### src/rtl/cpu_types_pkg.sv
// Shared CPU datapath types: register-file word and select widths, and the
// grant encoding used by the writeback arbiter.
package cpu_types_pkg;

    typedef logic [31:0] word_t;
    typedef logic [4:0]  regbits_t;

    typedef enum logic [1:0] {
        GRANT_NONE = 2'd0,
        GRANT_A    = 2'd1,
        GRANT_B    = 2'd2
    } arb_grant_t;

    localparam regbits_t REG_ZERO = 5'd0;

endpackage

### src/rtl/regfile_write_arbiter_if.sv
// Writeback request bundle for the two sources (A: pipeline, B: late returns).
// Sources use the master modport, the arbiter uses the slave modport.
interface regfile_write_arbiter_if;
    import cpu_types_pkg::*;

    logic     a_valid;
    logic     a_ready;
    regbits_t a_sel;
    word_t    a_dat;
    logic     b_valid;
    logic     b_ready;
    regbits_t b_sel;
    word_t    b_dat;

    modport master (
        output a_valid, a_sel, a_dat, b_valid, b_sel, b_dat,
        input  a_ready, b_ready
    );

    modport slave (
        input  a_valid, a_sel, a_dat, b_valid, b_sel, b_dat,
        output a_ready, b_ready
    );
endinterface

### src/rtl/wb_skid_slot.sv
// One-entry writeback holding slot with fall-through ready; writes to
// register 0 are accepted by the handshake but never occupy the slot.
module wb_skid_slot
    import cpu_types_pkg::*;
(
    input  logic     CLK,
    input  logic     nRST,
    input  logic     in_valid,
    input  regbits_t in_sel,
    input  word_t    in_dat,
    input  logic     grant,
    output logic     in_ready,
    output logic     capture,
    output logic     pend,
    output regbits_t sel,
    output word_t    dat
);
    logic     pend_q, pend_d;
    regbits_t sel_q, sel_d;
    word_t    dat_q, dat_d;

    assign in_ready = !pend_q || grant;
    assign capture  = in_valid && in_ready && (in_sel != REG_ZERO);
    assign pend     = pend_q;
    assign sel      = sel_q;
    assign dat      = dat_q;

    // Next-state: a refill wins over the clear caused by a grant.
    always_comb begin
        pend_d = pend_q;
        sel_d  = sel_q;
        dat_d  = dat_q;
        if (capture) begin
            pend_d = 1'b1;
            sel_d  = in_sel;
            dat_d  = in_dat;
        end else if (grant) begin
            pend_d = 1'b0;
        end else begin
            pend_d = pend_q;
        end
    end

    // Slot state registers.
    always_ff @(posedge CLK or negedge nRST) begin
        if (!nRST) begin
            pend_q <= 1'b0;
            sel_q  <= 5'd0;
            dat_q  <= 32'd0;
        end else begin
            pend_q <= pend_d;
            sel_q  <= sel_d;
            dat_q  <= dat_d;
        end
    end
endmodule

### src/rtl/regfile_write_arbiter.sv
// Two-source register-file write arbiter: fixed priority to A with a B
// starvation limit, same-register ordering by age, registered write port.
// Optional write-to-read forwarding is enabled by REGFILE_ARB_BYPASS_EN.
module regfile_write_arbiter
    import cpu_types_pkg::*;
#(
    parameter int unsigned STARVE_MAX = 3
) (
    input  logic                    CLK,
    input  logic                    nRST,
    regfile_write_arbiter_if.slave  src,
    output logic                    rf_WEN,
    output regbits_t                rf_wsel,
    output word_t                   rf_wdat,
    input  regbits_t                rsel1,
    input  regbits_t                rsel2,
    input  word_t                   rdat1_raw,
    input  word_t                   rdat2_raw,
    output word_t                   rdat1,
    output word_t                   rdat2,
    output logic                    busy
);
    localparam logic [3:0] STARVE_LIM = 4'(STARVE_MAX);

    logic       pend_a_s, pend_b_s, cap_a_s, cap_b_s;
    regbits_t   sel_a_s, sel_b_s;
    word_t      dat_a_s, dat_b_s;
    arb_grant_t grant_s;
    logic       grant_a_s, grant_b_s;

    logic       b_older_q, b_older_d;
    logic [3:0] starve_q, starve_d;
    logic       wen_q, wen_d;
    regbits_t   wsel_q, wsel_d;
    word_t      wdat_q, wdat_d;

    assign grant_a_s = (grant_s == GRANT_A);
    assign grant_b_s = (grant_s == GRANT_B);

    wb_skid_slot u_slot_a (
        .CLK(CLK), .nRST(nRST),
        .in_valid(src.a_valid), .in_sel(src.a_sel), .in_dat(src.a_dat),
        .grant(grant_a_s), .in_ready(src.a_ready), .capture(cap_a_s),
        .pend(pend_a_s), .sel(sel_a_s), .dat(dat_a_s)
    );

    wb_skid_slot u_slot_b (
        .CLK(CLK), .nRST(nRST),
        .in_valid(src.b_valid), .in_sel(src.b_sel), .in_dat(src.b_dat),
        .grant(grant_b_s), .in_ready(src.b_ready), .capture(cap_b_s),
        .pend(pend_b_s), .sel(sel_b_s), .dat(dat_b_s)
    );

    // Arbitration: same-register conflicts go by age so the younger value lands last.
    always_comb begin
        grant_s = GRANT_NONE;
        case ({pend_a_s, pend_b_s})
            2'b10:   grant_s = GRANT_A;
            2'b01:   grant_s = GRANT_B;
            2'b11: begin
                if (sel_a_s == sel_b_s) begin
                    grant_s = b_older_q ? GRANT_B : GRANT_A;
                end else if (starve_q == STARVE_LIM) begin
                    grant_s = GRANT_B;
                end else begin
                    grant_s = GRANT_A;
                end
            end
            default: grant_s = GRANT_NONE;
        endcase
    end

    // Starvation counter, age flag and write-port next state.
    always_comb begin
        starve_d  = starve_q;
        b_older_d = b_older_q;
        wen_d     = 1'b0;
        wsel_d    = wsel_q;
        wdat_d    = wdat_q;

        if (grant_b_s || !pend_b_s) begin
            starve_d = 4'd0;
        end else if (grant_a_s && (starve_q != STARVE_LIM)) begin
            starve_d = starve_q + 4'd1;
        end else begin
            starve_d = starve_q;
        end

        if (cap_a_s && cap_b_s) begin
            b_older_d = 1'b1;
        end else if (cap_b_s && !pend_a_s) begin
            b_older_d = 1'b1;
        end else if (cap_a_s && pend_b_s) begin
            b_older_d = 1'b0;
        end else begin
            b_older_d = b_older_q;
        end

        case (grant_s)
            GRANT_A: begin
                wen_d  = 1'b1;
                wsel_d = sel_a_s;
                wdat_d = dat_a_s;
            end
            GRANT_B: begin
                wen_d  = 1'b1;
                wsel_d = sel_b_s;
                wdat_d = dat_b_s;
            end
            default: begin
                wen_d  = 1'b0;
                wsel_d = wsel_q;
                wdat_d = wdat_q;
            end
        endcase
    end

    // Arbiter state and registered write port.
    always_ff @(posedge CLK or negedge nRST) begin
        if (!nRST) begin
            starve_q  <= 4'd0;
            b_older_q <= 1'b0;
            wen_q     <= 1'b0;
            wsel_q    <= 5'd0;
            wdat_q    <= 32'd0;
        end else begin
            starve_q  <= starve_d;
            b_older_q <= b_older_d;
            wen_q     <= wen_d;
            wsel_q    <= wsel_d;
            wdat_q    <= wdat_d;
        end
    end

    assign rf_WEN  = wen_q;
    assign rf_wsel = wsel_q;
    assign rf_wdat = wdat_q;
    assign busy    = pend_a_s || pend_b_s || wen_q;

`ifdef REGFILE_ARB_BYPASS_EN
    // Forward the write being committed so readers see it one cycle early.
    assign rdat1 = (wen_q && (wsel_q == rsel1) && (rsel1 != REG_ZERO)) ? wdat_q : rdat1_raw;
    assign rdat2 = (wen_q && (wsel_q == rsel2) && (rsel2 != REG_ZERO)) ? wdat_q : rdat2_raw;
`else
    logic unused_rsel_s;
    assign unused_rsel_s = ^{rsel1, rsel2};
    assign rdat1 = rdat1_raw;
    assign rdat2 = rdat2_raw;
`endif
endmodule

### src/flat_wrapper.sv
// flat-port wrapper written by rule: the top's interface ports become plain ports
module regfile_write_arbiter_flat import cpu_types_pkg::*;
#(
    parameter int unsigned STARVE_MAX = 3
)
  (CLK, nRST, rf_WEN, rf_wsel, rf_wdat, rsel1, rsel2, rdat1_raw, rdat2_raw, rdat1, rdat2, busy, src_a_valid, src_a_sel, src_a_dat, src_b_valid, src_b_sel, src_b_dat, src_a_ready, src_b_ready);
  regfile_write_arbiter_if src_i ();
  input  logic CLK;
  input  logic nRST;
  output logic rf_WEN;
  output regbits_t rf_wsel;
  output word_t rf_wdat;
  input  regbits_t rsel1;
  input  regbits_t rsel2;
  input  word_t rdat1_raw;
  input  word_t rdat2_raw;
  output word_t rdat1;
  output word_t rdat2;
  output logic busy;
  input wire logic [$bits(src_i.a_valid)-1:0] src_a_valid;
  input wire logic [$bits(src_i.a_sel)-1:0] src_a_sel;
  input wire logic [$bits(src_i.a_dat)-1:0] src_a_dat;
  input wire logic [$bits(src_i.b_valid)-1:0] src_b_valid;
  input wire logic [$bits(src_i.b_sel)-1:0] src_b_sel;
  input wire logic [$bits(src_i.b_dat)-1:0] src_b_dat;
  output wire logic [$bits(src_i.a_ready)-1:0] src_a_ready;
  output wire logic [$bits(src_i.b_ready)-1:0] src_b_ready;
  assign src_i.a_valid = src_a_valid;
  assign src_i.a_sel = src_a_sel;
  assign src_i.a_dat = src_a_dat;
  assign src_i.b_valid = src_b_valid;
  assign src_i.b_sel = src_b_sel;
  assign src_i.b_dat = src_b_dat;
  assign src_a_ready = src_i.a_ready;
  assign src_b_ready = src_i.b_ready;
  regfile_write_arbiter #(.STARVE_MAX(STARVE_MAX)) u_core (.CLK(CLK), .nRST(nRST), .src(src_i), .rf_WEN(rf_WEN), .rf_wsel(rf_wsel), .rf_wdat(rf_wdat), .rsel1(rsel1), .rsel2(rsel2), .rdat1_raw(rdat1_raw), .rdat2_raw(rdat2_raw), .rdat1(rdat1), .rdat2(rdat2), .busy(busy));
endmodule
### config.mk
export PLATFORM = sky130hd
export DESIGN_NAME = regfile_write_arbiter_flat
export DESIGN_NICKNAME = d
export VERILOG_FILES = /design/src/rtl/cpu_types_pkg.sv /design/src/rtl/regfile_write_arbiter_if.sv /design/src/rtl/wb_skid_slot.sv /design/src/rtl/regfile_write_arbiter.sv /design/src/flat_wrapper.sv
export SDC_FILE = /design/constraint.sdc
export NUM_CORES = 1
export LEC_CHECK = 0
export ABC_AREA = 1
export CAP_MARGIN = 5
export CORE_MARGIN = 10
export CORE_UTILIZATION = 43
export DETAILED_ROUTE_END_ITERATION = 8
export HOLD_SLACK_MARGIN = 0.1
export MAX_ROUTING_LAYER = met4
export PLACE_DENSITY = 0.94
export SYNTH_ARGS = -nofsm -noshare
export SYNTH_HDL_FRONTEND = slang
export SYNTH_SLANG_ARGS = --single-unit
### constraint.sdc
create_clock -name CLK -period 2.8 [get_ports CLK]
set_clock_uncertainty 0.05 [all_clocks]
set_input_delay 0.84 -clock CLK [delete_from_list [all_inputs] [get_ports CLK]]
set_output_delay 0.84 -clock CLK [all_outputs]
set_load 0.005 [all_outputs]
Word level (Yosys, flattened, before mapping)
Index checks and enable logic that the tools add are counted.
- output and inout port bits: 105
- logic and storage cells: 58
- input bits: 152
- bits in registers: 119
- muxes and demuxes: 16
- eq/ne operators: 8
- $add $sub $neg: 1
- reduce and logical (&&, ||, !) cells: 22
- operators with widths (cell ; count):
    one-hot mux 32 bit (2 select lines) ; 1
    one-hot mux 5 bit (2 select lines) ; 1
    nonzero test 5 bit ; 2
    logical AND 1 bit ; 8
    two-way mux 1 bit ; 8
    two-way mux 4 bit ; 2
    nonzero test 2 bit ; 4
    == test 2 bit (second input constant) ; 3
    two-way mux 2 bit ; 3
    one-hot mux 2 bit (3 select lines) ; 1
    == test 5 bit ; 1
    adder 4 x 1 -> 4 bit (second input constant) ; 1
    == test 2 x 1 -> 1 bit (second input constant) ; 2
    == test 4 x 2 -> 1 bit (second input constant) ; 1
    logical OR 1 bit ; 4
    != test 4 x 2 -> 1 bit (second input constant) ; 1
    nonzero test 3 bit ; 1
    zero test 1 bit ; 2
    OR reduction 2 bit ; 1

Depth between registers and ports, before layout
- depth in word-level cells: 12
- depth in mapped cells: 17
- gate-level depth less buffers: 16

Modules after synthesis
From an unflattened synthesis, not the netlist that was laid out.
- cells, all modules: 749
- area total of the unflattened synthesis: 6324.8 µm²
- modules (own cells, without submodules) (module ; cells an instance ; area each (µm²) ; times used):
    regfile_write_arbiter ; 409 ; 3224.3 ; 1
    wb_skid_slot ; 170 ; 1550.2 ; 2

Worst setup path before layout
OpenSTA, ideal clock, no wires.
- kind: reg-to-output
- start point: register u_core.starve_q[0]
- end point: output src_b_ready
- slack: 430 ps
- data arrival time: 1480 ps
- buffers on the path: 1
- cell stages (with the launch flop): 10
- cells stage by stage: dfrtp_1 ha_1 nand3_1 nand2_1 nand2_1 o21bai_1 ha_1 buf_6 nor2_4 inv_1
- word-level cells in the longest chain between the ends: 6
- RTL lines (item ; RTL line ; text):
    from (decl) ; regfile_write_arbiter.sv:32 ; logic [3:0] starve_q, starve_d;
    from (signal assigned) ; regfile_write_arbiter.sv:127 ; starve_q <= starve_d;
    == test 4 x 2 -> 1 bit ; regfile_write_arbiter.sv:63 ; end else if (starve_q == STARVE_LIM) begin
    two-way mux 2 bit ; regfile_write_arbiter.sv:63 ;
    two-way mux 2 bit ; regfile_write_arbiter.sv:61 ; if (sel_a_s == sel_b_s) begin
    one-hot mux 2 bit (3 select lines) ; regfile_write_arbiter.sv:57 ; case ({pend_a_s, pend_b_s})
    == test 2 bit ; regfile_write_arbiter.sv:38 ; assign grant_b_s = (grant_s == GRANT_B);
    logical OR 1 bit ; wb_skid_slot.sv:22 ; assign in_ready = !pend_q || grant;
    to (decl) ; flat_wrapper.sv:27 ; output wire logic [$bits(src_i.b_ready)-1:0] src_b_ready;
No other way between the ends.

Worst setup path after layout
- start point: register u_core.u_slot_a.sel_q[2] (netlist: u_core.u_slot_a.sel[2])
- end point: output src_b_ready
- word-level cells in the longest chain between the ends: 5
- RTL lines (item ; RTL line ; text):
    from (decl) ; wb_skid_slot.sv:19 ; regbits_t sel_q, sel_d;
    from (signal assigned) ; wb_skid_slot.sv:52 ; sel_q <= sel_d;
    == test 5 bit ; regfile_write_arbiter.sv:61 ;
    two-way mux 2 bit ; regfile_write_arbiter.sv:61 ;
    one-hot mux 2 bit (3 select lines) ; regfile_write_arbiter.sv:57 ;
    == test 2 bit ; regfile_write_arbiter.sv:38 ;
    logical OR 1 bit ; wb_skid_slot.sv:22 ;
No other way between the ends.

==> impl_results.md <==
* Slew HR at 0.628
* Overflow after GRT at 0
* Min Tclk post-route at 2800 ps
* Nets@finish at 861
* Initial antenna violation count at 1
* Maximum VDD drop at 0.735 mV
* Share of cells above drive strength 1 at 0.171
* TritonCTS Buffers at 17
* Die area at 0.0187 mm2
* First-pass GRT wire length at 22100 um
* Worst Max-Slew Pin Slew at 558 ps
* Slew Viols, Final at 0
* Peak fanout along the critical path at 3
* Hold slack at 283 ps
* Netlist cell types at 30
* IO Pins at 257
* Simple-gate share of the synthesized area at 0.167
* Status: finished, violations left
* Starting density of the core at 0.441
* R2R Path Start: u_core.u_slot_a.sel[2]$_DFFE_PN0N_
* Clock Power Share at 0.206
* Routed Antenna Nets at 0
* Number of global-route vias before repair at 4455
* H-tree depth at 4
* Violated checks: setup timing
* Port bufs at 118
* Seq pwr share at 0.311
* Via count at 4313
* WP buf/inv at 3
* HPWL Detailed at 9560 um
* Core region area at 0.0133 mm2
* Final number of hold-violating endpoints at 0
* WL/cell at 15.2 um
* RR Endpoint: u_core.rf_wdat[2]$_DFFE_PN0P_
* Leak at 3.37 nW
* GR Util All Layers at 0.154
* Reg area at 0.00298 mm2
* Compound-cell area share of the yosys netlist at 0.155
* Final setup TNS at -3.70 ps
* Clock latency on the worst-skew pair at 410 ps
* CP delay by family, top: simple AND/OR/NAND/NOR gates
* Maximum clock rate at 0.357 GHz
* DRC at 0
* Worst Setup Start Kind: register
* Mapped Area at 0.00586 mm2
* Via/cell ratio at 4.81
* Worst EP arrival at 1910 ps
* Number of synthesized flops with an enable pin at 0
* CTS tree: built
* Clk slew on worst S/H paths at 50 ps
* Syn avg cell area at 9.18 um2
* CP required at 1910 ps
* 1st-pass router iterations at 5
* Flop2flop setup slack at 270 ps
* Synth top area share at 0.508
* Largest net degree at the start of global routing at 73
* Row count at 42
* Worst r2r path cells at 14
* Switching Power at 3.66 mW
* Max Cap Viol at 0
* Synthesis-to-layout area growth at 26.1%
* Seq cells post-synth at 119
* Crit-path max cell delay at 370 ps
* Sequential area share after synthesis at 0.508
* Most frequent cell after synthesis: nand2_1
* Part of the power in combinational logic at 0.482
* Combinational family with the most area after synthesis: simple AND/OR/NAND/NOR gates
* Worst setup path category: reg -> out
* Switching share of power at 0.375
* Pwr Density at 1320 mW/mm2
* Setup ws final at -3.70 ps
* CP max-delay cell: dfrtp_1
* Syn Nets at 793
* Commonest cells post-synth: nand2_1 (205), dfrtp_1 (119), buf_4 (68), inv_1 (53), o21ai_2 (36)
* Final setup violation count at 1
* Syn Inst Count at 638
* Routability Congestion at 0.804
* Post-Synth Adder-Cell Area at 0.00641
* Chip Height at 137 um
* Main synth FF type: dfrtp_1
* Crit-path cells: inv_2 -> nand2_1 -> nand2_1 -> nor2_2 -> nand3_2 -> nand2_2 -> nand2_2 -> o21bai_1 -> ha_2 -> nor2_4 -> inv_2 -> buf_6
* Ranking of synthesized cells by area: dfrtp_1 (51%), nand2_1 (13%), buf_4 (8.7%)
* Clock Tree Buf Depth at 2
* Hold crit path type: in -> async
* Asr flop ratio synth at 1.00
* Mux cell area share after synthesis at 0
* Multi-input gate area at 0.00196 mm2
* Initial DRC count at 260
* Die Wd at 137 um
* RSZ-0062 raised after global routing: true
* Clk root buf: clkbuf_16
* Largest area contributor in the netlist: dfrtp_1
* CP endpoint kind: output port
* Int Power at 6.11 mW
* Clock Sinks at 119
* Final Cycle Share at 1.00
* Synthesis Warnings at 0
* Overall power at 9.77 mW
* Synth Area in XOR/XNOR at 0.00150
* Fillcell total at 1109
* Final WL at 13600 um
## metal layers
layer,global-route usage,vias up,part of all wire
met5,-,-,0
met4,0.0627,0,0.018
met3,0.0554,20,0.078
met2,0.243,137,0.49
met1,0.173,2054,0.41
li1,-,2102,-
## cell families after synthesis
family,after synthesis
and+or+nand+nor,240
buffers and inverters,151
AOI/OAI and AO/OA,124
DFF,119
adders and majority gates,3
xor gates and xnor gates,1
## state kept, by name (all words and copies together) (netlist names)
name	flops
u_core.rf_wdat	32
u_core.u_slot_a.dat	32
u_core.u_slot_b.dat	32
u_core.rf_wsel	5
u_core.u_slot_a.sel	5
u_core.u_slot_b.sel	5
u_core.starve_q	4
u_core.b_older_q	1
u_core.rf_WEN	1
u_core.u_slot_a.pend	1
u_core.u_slot_b.pend	1
## through the flow
| stage | cell area, um2 | cells | worst slack [ps] | utilization |
|---|---|---|---|---|
| after floorplan | 5860 | 638 | 430 | - |
| after global placement | 6770 | 859 | -6.65 | 0.509 |
| after detailed placement | 6770 | 859 | -61.9 | 0.509 |
| after CTS | 7360 | 894 | -30.7 | 0.553 |
| after global routing | 7380 | 896 | -145 | 0.555 |
| final | 7380 | 896 | -3.70 | 0.555 |
## repair_timing
item | CTS | global route
buffers inserted | 3 | 1
gates cloned | 0 | 0
pin swaps | 11 | 6
hold buffers | 0 | 0
gates resized for setup | 17 | 5
endpoints found under the setup margin | 2 | 4
## power groups by stage
| stage | logic, mW | registers, mW | clock network, mW |
|---|---|---|---|
| after floorplan | 3.15 | 3.00 | 0 |
| after global placement | 4.49 | 3.01 | 0 |
| after detailed placement | 4.67 | 3.06 | 0 |
| after CTS | 4.76 | 3.04 | 2.08 |
| after global routing | 5.26 | 3.13 | 2.14 |
| final | 4.71 | 3.04 | 2.02 |
## cell usage in the layout, fill, tap and decap left out, drive strengths merged
cell type and instances:
nand3b 1, buf 28, clkinv 6, diode 1, o211ai 27, xnor2 1, nand4 2, inv 57
dfrtp 119, o21bai 2, a21boi 1, nor3 3, clkdlybuf4s50 115, bufinv 1, o21ai 59, a21oi 8
nand2 216, nand3 6, o21a 27, clkbuf 23, ha 3, clkinvlp 2, nor2 11, nor3b 1
## area by class of cell
class,count,area share
Sequential cell,119,0.403
Multi-Input combinational cell,368,0.266
Timing Repair Buffer,143,0.196
Clock buffer,23,0.0647
Inverter,57,0.0300
Tap cell,176,0.0298
Clock inverter,9,0.0102
Antenna cell,1,0.000339
## worst max-delay path by stage
stage                     cells after the start                               start  slack [ps]     endpoint
final                                        12  u_core.u_slot_a.sel[2]$_DFFE_PN0N_          -4  src_b_ready
after global routing                         12  u_core.u_slot_a.sel[2]$_DFFE_PN0N_        -140  src_b_ready
after CTS                                    12  u_core.u_slot_b.sel[1]$_DFFE_PN0P_         -30  src_b_ready
after detailed placement                     12  u_core.u_slot_a.sel[2]$_DFFE_PN0N_         -60  src_b_ready
after global placement                       12  u_core.u_slot_a.sel[2]$_DFFE_PN0N_          -7  src_b_ready
after floorplan                               9      u_core.starve_q[0]$_DFFE_PN0P_         430  src_b_ready
Power figures use the tool's default switching activity.
